<file path="src/rtl/destuff_data.sv">
// Receive-side destuffer: regenerates the data/stuff slot pattern from pm/cm latched at sof,
// forwards data-slot words, and flags ds/sof/config errors. All outputs are registered.
module destuff_data #(
    parameter int unsigned MPT_W  = 8,
    parameter int unsigned DATA_W = 8
) (
    input  logic              clk,
    input  logic              rst_n,
    input  logic              sof,
    input  logic [MPT_W-1:0]  pm,
    input  logic [MPT_W-1:0]  cm,
    input  logic              valid_in,
    input  logic              ds_in,
    input  logic [DATA_W-1:0] data_in,
    output logic [DATA_W-1:0] data_out,
    output logic              data_valid,
    output logic              first_out,
    output logic              last_out,
    output logic              frame_done,
    output logic              ds_err,
    output logic              sof_err,
    output logic              cfg_err
);

    typedef enum logic [0:0] {StIdle, StRun} state_e;

    localparam logic [MPT_W-1:0] One = MPT_W'(1);

    state_e             state_q, state_d;
    logic [MPT_W-1:0]   pm_q, pm_d, cm_q, cm_d, acc_q, acc_d;
    logic [MPT_W-1:0]   slot_cnt_q, slot_cnt_d, data_cnt_q, data_cnt_d;
    logic [DATA_W-1:0]  data_out_q, data_out_d;
    logic               data_valid_q, data_valid_d, first_q, first_d, last_q, last_d;
    logic               frame_done_q, frame_done_d, ds_err_q, ds_err_d;
    logic               sof_err_q, sof_err_d, cfg_err_q, cfg_err_d;

    logic [MPT_W:0]     sum;
    logic [MPT_W-1:0]   acc_sub;
    logic               is_data;
    logic               cfg_ok;

    // acc < pm_q always holds, so the extra bit of sum never overflows.
    assign sum     = {1'b0, acc_q} + {1'b0, cm_q};
    assign is_data = (sum >= {1'b0, pm_q});
    assign acc_sub = MPT_W'(sum - {1'b0, pm_q});
    assign cfg_ok  = (pm != '0) && (cm <= pm);

    always_comb begin
        state_d      = state_q;
        pm_d         = pm_q;
        cm_d         = cm_q;
        acc_d        = acc_q;
        slot_cnt_d   = slot_cnt_q;
        data_cnt_d   = data_cnt_q;
        data_out_d   = data_out_q;
        data_valid_d = 1'b0;
        first_d      = 1'b0;
        last_d       = 1'b0;
        frame_done_d = 1'b0;
        ds_err_d     = 1'b0;
        sof_err_d    = 1'b0;
        cfg_err_d    = 1'b0;

        if (sof) begin
            // sof wins over any slot presented in the same cycle.
            sof_err_d = (state_q == StRun);
            if (cfg_ok) begin
                pm_d       = pm;
                cm_d       = cm;
                acc_d      = '0;
                slot_cnt_d = '0;
                data_cnt_d = '0;
                state_d    = StRun;
            end else begin
                cfg_err_d = 1'b1;
                state_d   = StIdle;
            end
        end else if (state_q == StRun && valid_in) begin
            acc_d    = is_data ? acc_sub : sum[MPT_W-1:0];
            ds_err_d = (ds_in != is_data);
            if (is_data) begin
                data_out_d   = data_in;
                data_valid_d = 1'b1;
                first_d      = (data_cnt_q == '0);
                last_d       = (data_cnt_q + One == cm_q);
                data_cnt_d   = data_cnt_q + One;
            end
            slot_cnt_d = slot_cnt_q + One;
            if (slot_cnt_q + One == pm_q) begin
                frame_done_d = 1'b1;
                state_d      = StIdle;
            end
        end
    end

    always_ff @(posedge clk or negedge rst_n) begin
        if (!rst_n) begin
            state_q      <= StIdle;
            pm_q         <= '0;
            cm_q         <= '0;
            acc_q        <= '0;
            slot_cnt_q   <= '0;
            data_cnt_q   <= '0;
            data_out_q   <= '0;
            data_valid_q <= 1'b0;
            first_q      <= 1'b0;
            last_q       <= 1'b0;
            frame_done_q <= 1'b0;
            ds_err_q     <= 1'b0;
            sof_err_q    <= 1'b0;
            cfg_err_q    <= 1'b0;
        end else begin
            state_q      <= state_d;
            pm_q         <= pm_d;
            cm_q         <= cm_d;
            acc_q        <= acc_d;
            slot_cnt_q   <= slot_cnt_d;
            data_cnt_q   <= data_cnt_d;
            data_out_q   <= data_out_d;
            data_valid_q <= data_valid_d;
            first_q      <= first_d;
            last_q       <= last_d;
            frame_done_q <= frame_done_d;
            ds_err_q     <= ds_err_d;
            sof_err_q    <= sof_err_d;
            cfg_err_q    <= cfg_err_d;
        end
    end

    assign data_out   = data_out_q;
    assign data_valid = data_valid_q;
    assign first_out  = first_q;
    assign last_out   = last_q;
    assign frame_done = frame_done_q;
    assign ds_err     = ds_err_q;
    assign sof_err    = sof_err_q;
    assign cfg_err    = cfg_err_q;

endmodule

</file>
<file path="config.mk">
export PLATFORM = sky130hd
export DESIGN_NAME = destuff_data
export DESIGN_NICKNAME = d
export VERILOG_FILES = /design/src/rtl/destuff_data.sv
export SDC_FILE = /design/constraint.sdc
export NUM_CORES = 1
export LEC_CHECK = 0
export CAP_MARGIN = 10
export CORE_MARGIN = 5
export CORE_UTILIZATION = 56
export DETAILED_ROUTE_END_ITERATION = 10
export GPL_ROUTABILITY_DRIVEN = 0
export GPL_TIMING_DRIVEN = 0
export HOLD_SLACK_MARGIN = 0.05
export PLACE_DENSITY = 0.91
export SYNTH_ARGS = -nofsm -noshare
export SYNTH_HDL_FRONTEND = slang
export SYNTH_SLANG_ARGS = --single-unit
export TNS_END_PERCENT = 100
</file>
<file path="constraint.sdc">
create_clock -name clk -period 4.2 [get_ports clk]
set_input_delay 0.42 -clock clk [delete_from_list [all_inputs] [get_ports clk]]
set_output_delay 0.42 -clock clk [all_outputs]
set_load 0.005 [all_outputs]
</file>
=== After elaboration in Yosys (flattened, before gate mapping) ===
Index checks and enable logic that the tools add are counted.

* $add $sub $neg: 4
* Magnitude comparators: 2
* Eq/ne operators: 4
* Mux-type cells: 30
* Bitwise logic cells: 1
* Reduce and logical (&&, ||, !) cells: 12

{| class="wikitable"
|+ Operators with widths
! kind !! count
|-
| 2-to-1 mux 8 bit || 9
|-
| 2-to-1 mux 1 bit || 21
|-
| adder 8 x 1 -> 8 bit (second input constant) || 2
|-
| == test 8 bit || 2
|-
| adder 8 x 8 -> 9 bit || 1
|-
| greater-or-equal comparator 9 x 8 -> 1 bit || 1
|-
| <= comparator 8 bit || 1
|-
| logical NOT 8 bit || 1
|-
| nonzero test 8 bit || 1
|-
| subtractor 8 bit || 1
|-
| AND reduction 2 bit || 3
|-
| AND reduction 3 bit || 2
|-
| nonzero test 2 bit || 3
|-
| logical AND 1 bit || 2
|-
| != test 2 x 1 -> 1 bit (second input constant) || 1
|-
| != test 1 bit || 1
|-
| NOT 1 bit || 1
|}

* Register bits after elaboration: 56
* Input bits: 29
* Output and inout bits: 15
* Logic and storage cells: 67

=== Logic depth before layout (Yosys ltp) ===
* Word-level depth: 5
* Mapped depth: 15
* Gate-level depth less buffers: 14

=== Worst setup path before layout ===
OpenSTA, ideal clock, no wires.

* Path type: register -> register
* From: reg cm_q[0]
* To: reg data_cnt_q[7]
* Setup time: 126 ps
* Arrival: 3253 ps
* Data required time: 4074 ps
* Slack: 821 ps
* Stages on the path, launching flop included: 15
* Path buffers: 1
* Clock period less this slack: 3379 ps
* Cells stage by stage: dfrtp_1 > ha_1 > fa_1 > a211oi_1 > o21bai_1 > a21oi_1 > xnor2_1 > ha_1 > nand4_1 > a21oi_1 > o31ai_2 > a21o_1 > buf_2 > nor3_1 > a311o_1

* Longest elaborated chain between the ends: 4

{| class="wikitable"
|+ Ends and longest elaborated chain
! element !! line !! RTL
|-
| start: declaration || 30 || <nowiki>logic [MPT_W-1:0] pm_q, pm_d, cm_q, cm_d, acc_q, acc_d;</nowiki>
|-
| start signal: assignment || 115 || <nowiki>cm_q <= cm_d;</nowiki>
|-
| adder 8 x 8 -> 9 bit || 43 || <nowiki>assign sum = {1'b0, acc_q} + {1'b0, cm_q};</nowiki>
|-
| greater-or-equal comparator 9 x 8 -> 1 bit || 44 || <nowiki>assign is_data = (sum >= {1'b0, pm_q});</nowiki>
|-
| nonzero test 2 bit (no source line) || -- ||
|-
| AND reduction 3 bit (no source line) || -- ||
|-
| end signal: assignment || 118 || <nowiki>data_cnt_q <= data_cnt_d;</nowiki>
|-
| end: declaration || 31 || <nowiki>logic [MPT_W-1:0] slot_cnt_q, slot_cnt_d, data_cnt_q, data_cnt_d;</nowiki>
|}

No other way between the ends.
A chain may end at the register's enable or synchronous reset.

=== Worst setup path after layout ===
* From: reg cm_q[0]
* To: reg data_cnt_q[5]

Same word-level chain as after synthesis.

==> impl_summary.txt <==
----------------------------------------------------
[Outcome]
  Outcome ... completed

[Pwr]
  Cell Pwr Density ... 577.2 nW/um2
  Share of total power consumed by net switching ... 42.16%
  Int Pwr ... 1.402 mW
  Worst VDD drop ... 0.0003293 V
  Switching power summed over all nets ... 1.022 mW
  Logic gate share of total power ... 55.2%
  Relative contribution of the clock network to total power ... 13.7%
  Leakage ... 1.946 nW
  Relative contribution of sequential cells to total power ... 31.1%

[Timing]
  Transition time at the pin with the least slew margin ... 0.7221 ns
  Post-route clock skew ... 0.01082 ns
  Count of endpoints failing setup in the final report ... 0
  Setup TNS ... 0 ns
  Number of max-slew violations in the final report ... 0
  Normalized max-slew margin ... 51.68%
  Fmax achieved ... 250.4 MHz
  Smallest setup slack after layout ... 0.2069 ns
  Worst Hold Slack ... 0.4880 ns
  Post-layout min period ... 3.993 ns
  Unrepaired setup endpoints after global routing ... false
  Final count of hold timing violations ... 0
  Share of the clock period used by the worst path after layout ... 95.07%

[Layout]
  Net count of the finished layout ... 485
  Fill cell total of the finished layout ... 458
  Fraction of final layout cells sized beyond drive strength 1 ... 7.477%
  Final cell utilization of the core ... 67.28%
  Area taken by flip-flops and latches ... 1401 um2
  N_diodes ... 0
  Footprint of the multi-input gates ... 1991 um2
  Area Overhead vs Synth ... 18.71%

[Route]
  Vias ... 3068
  Post-route antenna net violation count ... 0
  Routed WL per cell ... 17.11 um
  First drt pass iteration count ... 5
  Vias per Instance ... 6.075
  Drt total wl ... 8.640 mm
  Residual DRC ... 0
  Starting DRC count in detailed routing ... 219

[Synthesis]
  Post-synthesis instance area ... 3537 um2
  Yosys warnings ... 0
  Synth area leader ... sky130_fd_sc_hd__dfrtp_1
  Fraction of registers with async set or reset after synthesis ... 100.0%
  Most frequently used cell type in the post-synthesis netlist ... sky130_fd_sc_hd__dfrtp_1
  Post-Synthesis Cells ... 375
  Number of enable-type register cells in the synthesized netlist ... 0
  Top post-synthesis cells by count ... sky130_fd_sc_hd__dfrtp_1 (56), sky130_fd_sc_hd__nand2_1 (54), sky130_fd_sc_hd__ha_1 (27)
  Main flop type after synthesis ... sky130_fd_sc_hd__dfrtp_1
  Per-instance average area after synthesis ... 9.432 um2
  Flip-flop and latch count after synthesis ... 56
  Syn nets ... 433
  Sequential-to-total area share from yosys stat ... 39.62%
  Top cell type's share of synthesized area ... 39.62%
  Number of library cell types mapped by synthesis ... 54
  Largest cells by area after synthesis ... sky130_fd_sc_hd__dfrtp_1 (40%), sky130_fd_sc_hd__ha_1 (9.6%), sky130_fd_sc_hd__xnor2_1 (5.9%)

[Floorplan]
  Initial cell density of the core ... 56.68%
  Overall die area ... 8006 um2
  Number of I/O pins ... 44
  Chip Width ... 89.48 um
  Overall die height ... 89.48 um
  Number of rows created at floorplan ... 29
  Area of the core ... 6241 um2

[Critical path]
  Worst endpoint data arrival time ... 4.23 ns
  Startpoint types ... register
  Register-to-register path setup slack ... 0.21 ns
  Count of cells along the worst register-to-register path ... 15
  Worst path cell trace ... ha_1 > fa_1 > a211oi_1 > o21bai_1 > a21oi_1 > xnor2_1 > ha_1 > nand4_1 > o21ai_0 > a31oi_2 > a21o_1 > buf_2 > buf_2 > nand3_1 > nand3_1
  Number of buffer and inverter stages on the critical path ... 2
  CP endpoint kind ... register
  Critical Path Slowest Stage Cell ... sky130_fd_sc_hd__dfrtp_1
  Endpoint of the worst register-to-register path ... data_cnt_q[5]
  Slowest stage delay, CP ... 0.44 ns
  Required time of the critical path ... 4.44 ns
  CP Class ... register to register
  R2R Path Start ... cm_q[0]
  Max FO, Critical Path ... 10
  Top Family by Delay on Critical Path ... compound AO/OA/AOI/OAI gates
  Startpoint of the worst setup timing path ... cm_q[0]

[Min path]
  Hold Path Depth ... 2
  Worst Hold End ... data_out[6]
  Class of the tightest hold or removal check ... register to register
  Startpoint of the lowest-slack hold path ... data_out[6]

[Job]
  Number of maximum-capacitance violations ... 0

[Global routing]
  Global route total overflow ... 0
  Vias in the first global route ... 3106
  Overall routing resource usage ... 23.32%
  Pin count of the biggest net entering global routing ... 42
  Initial antenna violation count ... 0
  Global-route wire length before repair ... 14.43 mm

[Placement]
  Detailed placer's ending HPWL ... 6.750 mm
  Count of port buffers added during placement ... 43
  Setup slack after placement ... 0.2666 ns

[Clock network]
  Cell at the root of the clock tree ... sky130_fd_sc_hd__clkbuf_8
  Sink count of the clock tree ... 56
  Clock transition at the registers of the reported paths ... 0.11 ns
  Num CTS Buffers ... 5
  Clock tree from TritonCTS ... yes
  Worst-skew pair later-pin latency ... 0.32 ns
  # Post-CTS Setup Buffers ... 0
  Number of buffers on the longest clock path ... 2
  Count of H-tree levels built during CTS ... 2

----------------------------------------------------
==> cell type report <==
cell class | count | area share [%]
sequential | 56 | 33.37
inverter | 24 | 2.145
clock buffer | 6 | 1.967
buffer | 12 | 1.549
tap | 77 | 2.294
multi-input combinational | 283 | 47.41
clock inverter | 2 | 0.4172
timing repair buffer | 45 | 10.85
==> state kept, by name, indices dropped and copies added, names as in the netlist <==
signal / cells
acc_q: 8
cm_q: 8
data_cnt_q: 8
data_out: 8
pm_q: 8
slot_cnt_q: 8
cfg_err: 1
data_valid: 1
ds_err: 1
first_out: 1
frame_done: 1
last_out: 1
sof_err: 1
state_q: 1
==> tightest hold or removal path: stages (launching register included) <==
cell                      delay, ns
sky130_fd_sc_hd__dfrtp_1       0.36
sky130_fd_sc_hd__nand2_1       0.05
sky130_fd_sc_hd__nand2_1       0.06
==> metrics by stage <==
step / power, mW / instance area, um2 / cells
after floorplan: 1.665 / 3537 / 375
after global placement: 1.970 / 4064 / 495
after detailed placement: 2.040 / 4079 / 496
after CTS: 2.378 / 4189 / 505
after global routing: 2.594 / 4199 / 505
final: 2.424 / 4199 / 505
==> layer usage <==
| layer | wire length, um | GRT usage, % | vias to the layer above |
|---|---|---|---|
| li1 | - | - | 1432 |
| met1 | 3529 | 29.43 | 1461 |
| met2 | 4293 | 39.99 | 142 |
| met3 | 571 | 3.963 | 33 |
| met4 | 246 | 8.796 | 0 |
| met5 | 0 | 0 | - |
==> cells by family after synthesis <==
group	synth area share, %
and+or+nand+nor	17.44
AOI/OAI and AO/OA	15.64
DFF	39.62
buffers and inverters	4.351
xor gates and xnor gates	8.171
adders and majority gates	10.97
muxes	3.820
==> power by group through the flow <==
stage | Clock (mW) | Combinational (mW) | Sequential, mW
3_3_place_gp | 0 | 1.21 | 0.755
6_report | 0.331 | 1.34 | 0.755
5_1_grt | 0.361 | 1.47 | 0.766
3_5_place_dp | 0 | 1.28 | 0.762
4_1_cts | 0.335 | 1.29 | 0.751
2_1_floorplan | 0 | 0.930 | 0.736
==> worst max-delay path by stage <==
stage,to,slack [ns],cells past startpoint
after floorplan,data_cnt_q[7],0.82,14
after global placement,acc_q[0],0.40,14
after detailed placement,data_cnt_q[5],0.27,15
after CTS,data_cnt_q[5],0.21,15
after global routing,data_cnt_q[5],0.03,15
final,data_cnt_q[5],0.21,15
==> repair_timing <==
item | in CTS | in global routing
endpoints found under the setup margin | 0 | 9
hold buffers | 1 | 0
endpoints found under the hold margin | 15 | 0
resized for setup | 0 | 3
==> placed cells by master (no fill, tap or decap), types with 6 or more instances in the layout <==
master,synthesis,layout
sky130_fd_sc_hd__o21ai_0,12,12
sky130_fd_sc_hd__ha_1,27,27
sky130_fd_sc_hd__nor2_1,19,19
sky130_fd_sc_hd__a21oi_1,12,12
sky130_fd_sc_hd__clkbuf_1,7,6
sky130_fd_sc_hd__a211oi_1,6,6
sky130_fd_sc_hd__dfrtp_1,56,56
sky130_fd_sc_hd__nand2_1,54,54
sky130_fd_sc_hd__o21ai_1,16,16
sky130_fd_sc_hd__xor2_1,9,9
sky130_fd_sc_hd__xnor2_1,24,24
sky130_fd_sc_hd__and3_1,6,6
sky130_fd_sc_hd__nand3_1,20,20
sky130_fd_sc_hd__clkdlybuf4s50_1,0,42
sky130_fd_sc_hd__clkbuf_8,0,6
sky130_fd_sc_hd__inv_1,24,24
No activity file was read; power rests on OpenSTA's default activity.
==> patch (same flow settings) <==
Register the output `cfg_err` once more; this adds one clock of latency there. The other outputs are not delayed to match.
--- a/src/rtl/destuff_data.sv
+++ b/src/rtl/destuff_data.sv
@@ -134,7 +134,9 @@
     assign frame_done = frame_done_q;
     assign ds_err     = ds_err_q;
     assign sof_err    = sof_err_q;
-    assign cfg_err    = cfg_err_q;
+    always_ff @(posedge clk) begin
+        cfg_err <= cfg_err_q;
+    end
 
 endmodule
 
Function: changed (a bounded check fails within 4 cycles, from zero or initial values and one cycle with rst_n low).
==> patch against the unedited design <==
  * Total power increased by 13%
  * Sequential cell count up 1
  * First-iteration DRC count increased by 20%
  * Sequential power increased by 1%
  * Synthesized area is 0.57% higher
  * Routed wire length rose by 0.79%
  * Core utilization is 2.3 points higher
  * Worst hold slack worse by 0.14 ns
  * Worst setup slack gained 0.075 ns
  * Cell area increased by 4.1%
  * Largest cell class unchanged
  * Highest routed layer unchanged
==> patch: results (changes against the unedited design) <==
* Total CTS buffers at 9 (+4)
* Post-synthesis xor/xnor area fraction at 0.0813 (-0.000460)
* Share of layout cells above drive strength 1 at 0.0977 (+0.0230)
* Sequential power share at 0.278 (-0.033)
* H-tree levels at 3 (+1)
* Wl on met1 at 3.60 mm (+1.9%)
* Hold path cells at 0 (-2)
* R2r setup slk at 0.28 ns (+0.07 ns)
* Mux contribution to synthesized area at 0.0380 (-0.000215)
* Compound-cell area share of the yosys netlist at 0.155 (-0.000880)
* Largest net degree at the start of global routing at 43 (+2.4%)
* Post-synthesis area per instance at 9.46 um^2 (+0.30%)
* First-pass GRT wire length at 14.6 mm (+1.0%)
* IR drop worst, VDD at 381 uV (+16%)
* Clock slew at the register clock pins of the worst setup and hold paths at 0.07 ns (-0.04 ns)
* Leading post-synthesis cells by cell area: dfrtp_1 39%, ha_1 9.5%, xnor2_1 5.9%
* Total power at 2750 uW (+13%)
* Post-synthesis sequential area ratio at 0.400 (+0.00340)
* WHS Endpoint: cfg_err
* Vias at 3151 (+2.7%)
* Total of plain and repair buffers excluding clock buffers at 60 (+5.3%)
* Post-Synth Adder-Cell Area at 0.109 (-0.000617)
* Clock skew at 0.00547 ns (-0.00535 ns)
* Clk sinks at 57 (+1.8%)
* Hold Startpoint: cfg_err_q
* WL per Instance at 16.8 um (-1.6%)
* Latest clock arrival within the worst-skew pair at 0.34 ns (+0.02 ns)
* FF/Latch Area at 1420 um^2 (+1.4%)
* Power Clock at 592 uW (+79%)
* Placed cell area at 4100 um^2 (+0.49%)
* 1st-iter DRT viols at 263 (+20%)
* Outcome: complete, no violations
* Number of global-route vias before repair at 3036 (-2.3%)
* Dpl hpwl at 6.46 mm (-4.4%)
* Met1 global-route usage at 0.288 (-0.00645)
-- patch: cell count changes in the layout (fill, tap and decap cells not counted) --
cell        unedited run  this run
clkinv_2               0         2
inv_6                  2         0
buf_4                  0         3
clkinvlp_4             0         1
dfxtp_1                0         1
clkbuf_8               6        11
bufinv_16              0         2
-- patch: stage by stage --
step | hold slack (ns) | worst slack (ns)
3_3_place_gp | 0.325 | 0.396
5_1_grt | 0.352 | 0.0325
3_5_place_dp | 0.334 | 0.267
6_report | 0.351 | 0.281
4_1_cts | 0.346 | 0.182
2_1_floorplan | 0.124 | 0.821
-- patch: cells by family (layout without fill, tap and decap cells) --
family,after synthesis,in the layout
xor gates and xnor gates,33,33
adders and majority gates,30,30
DFF,57,57
muxes,11,11
buffers and inverters,36,100
and+or+nand+nor,130,130
AOI/OAI and AO/OA,79,79
-- patch: what timing repair did --
item	CTS	global route
hold buffers	1	0
endpoints found under the setup margin	0	19
buffers inserted	0	3
endpoints found under the hold margin	14	0
resized for setup	0	3
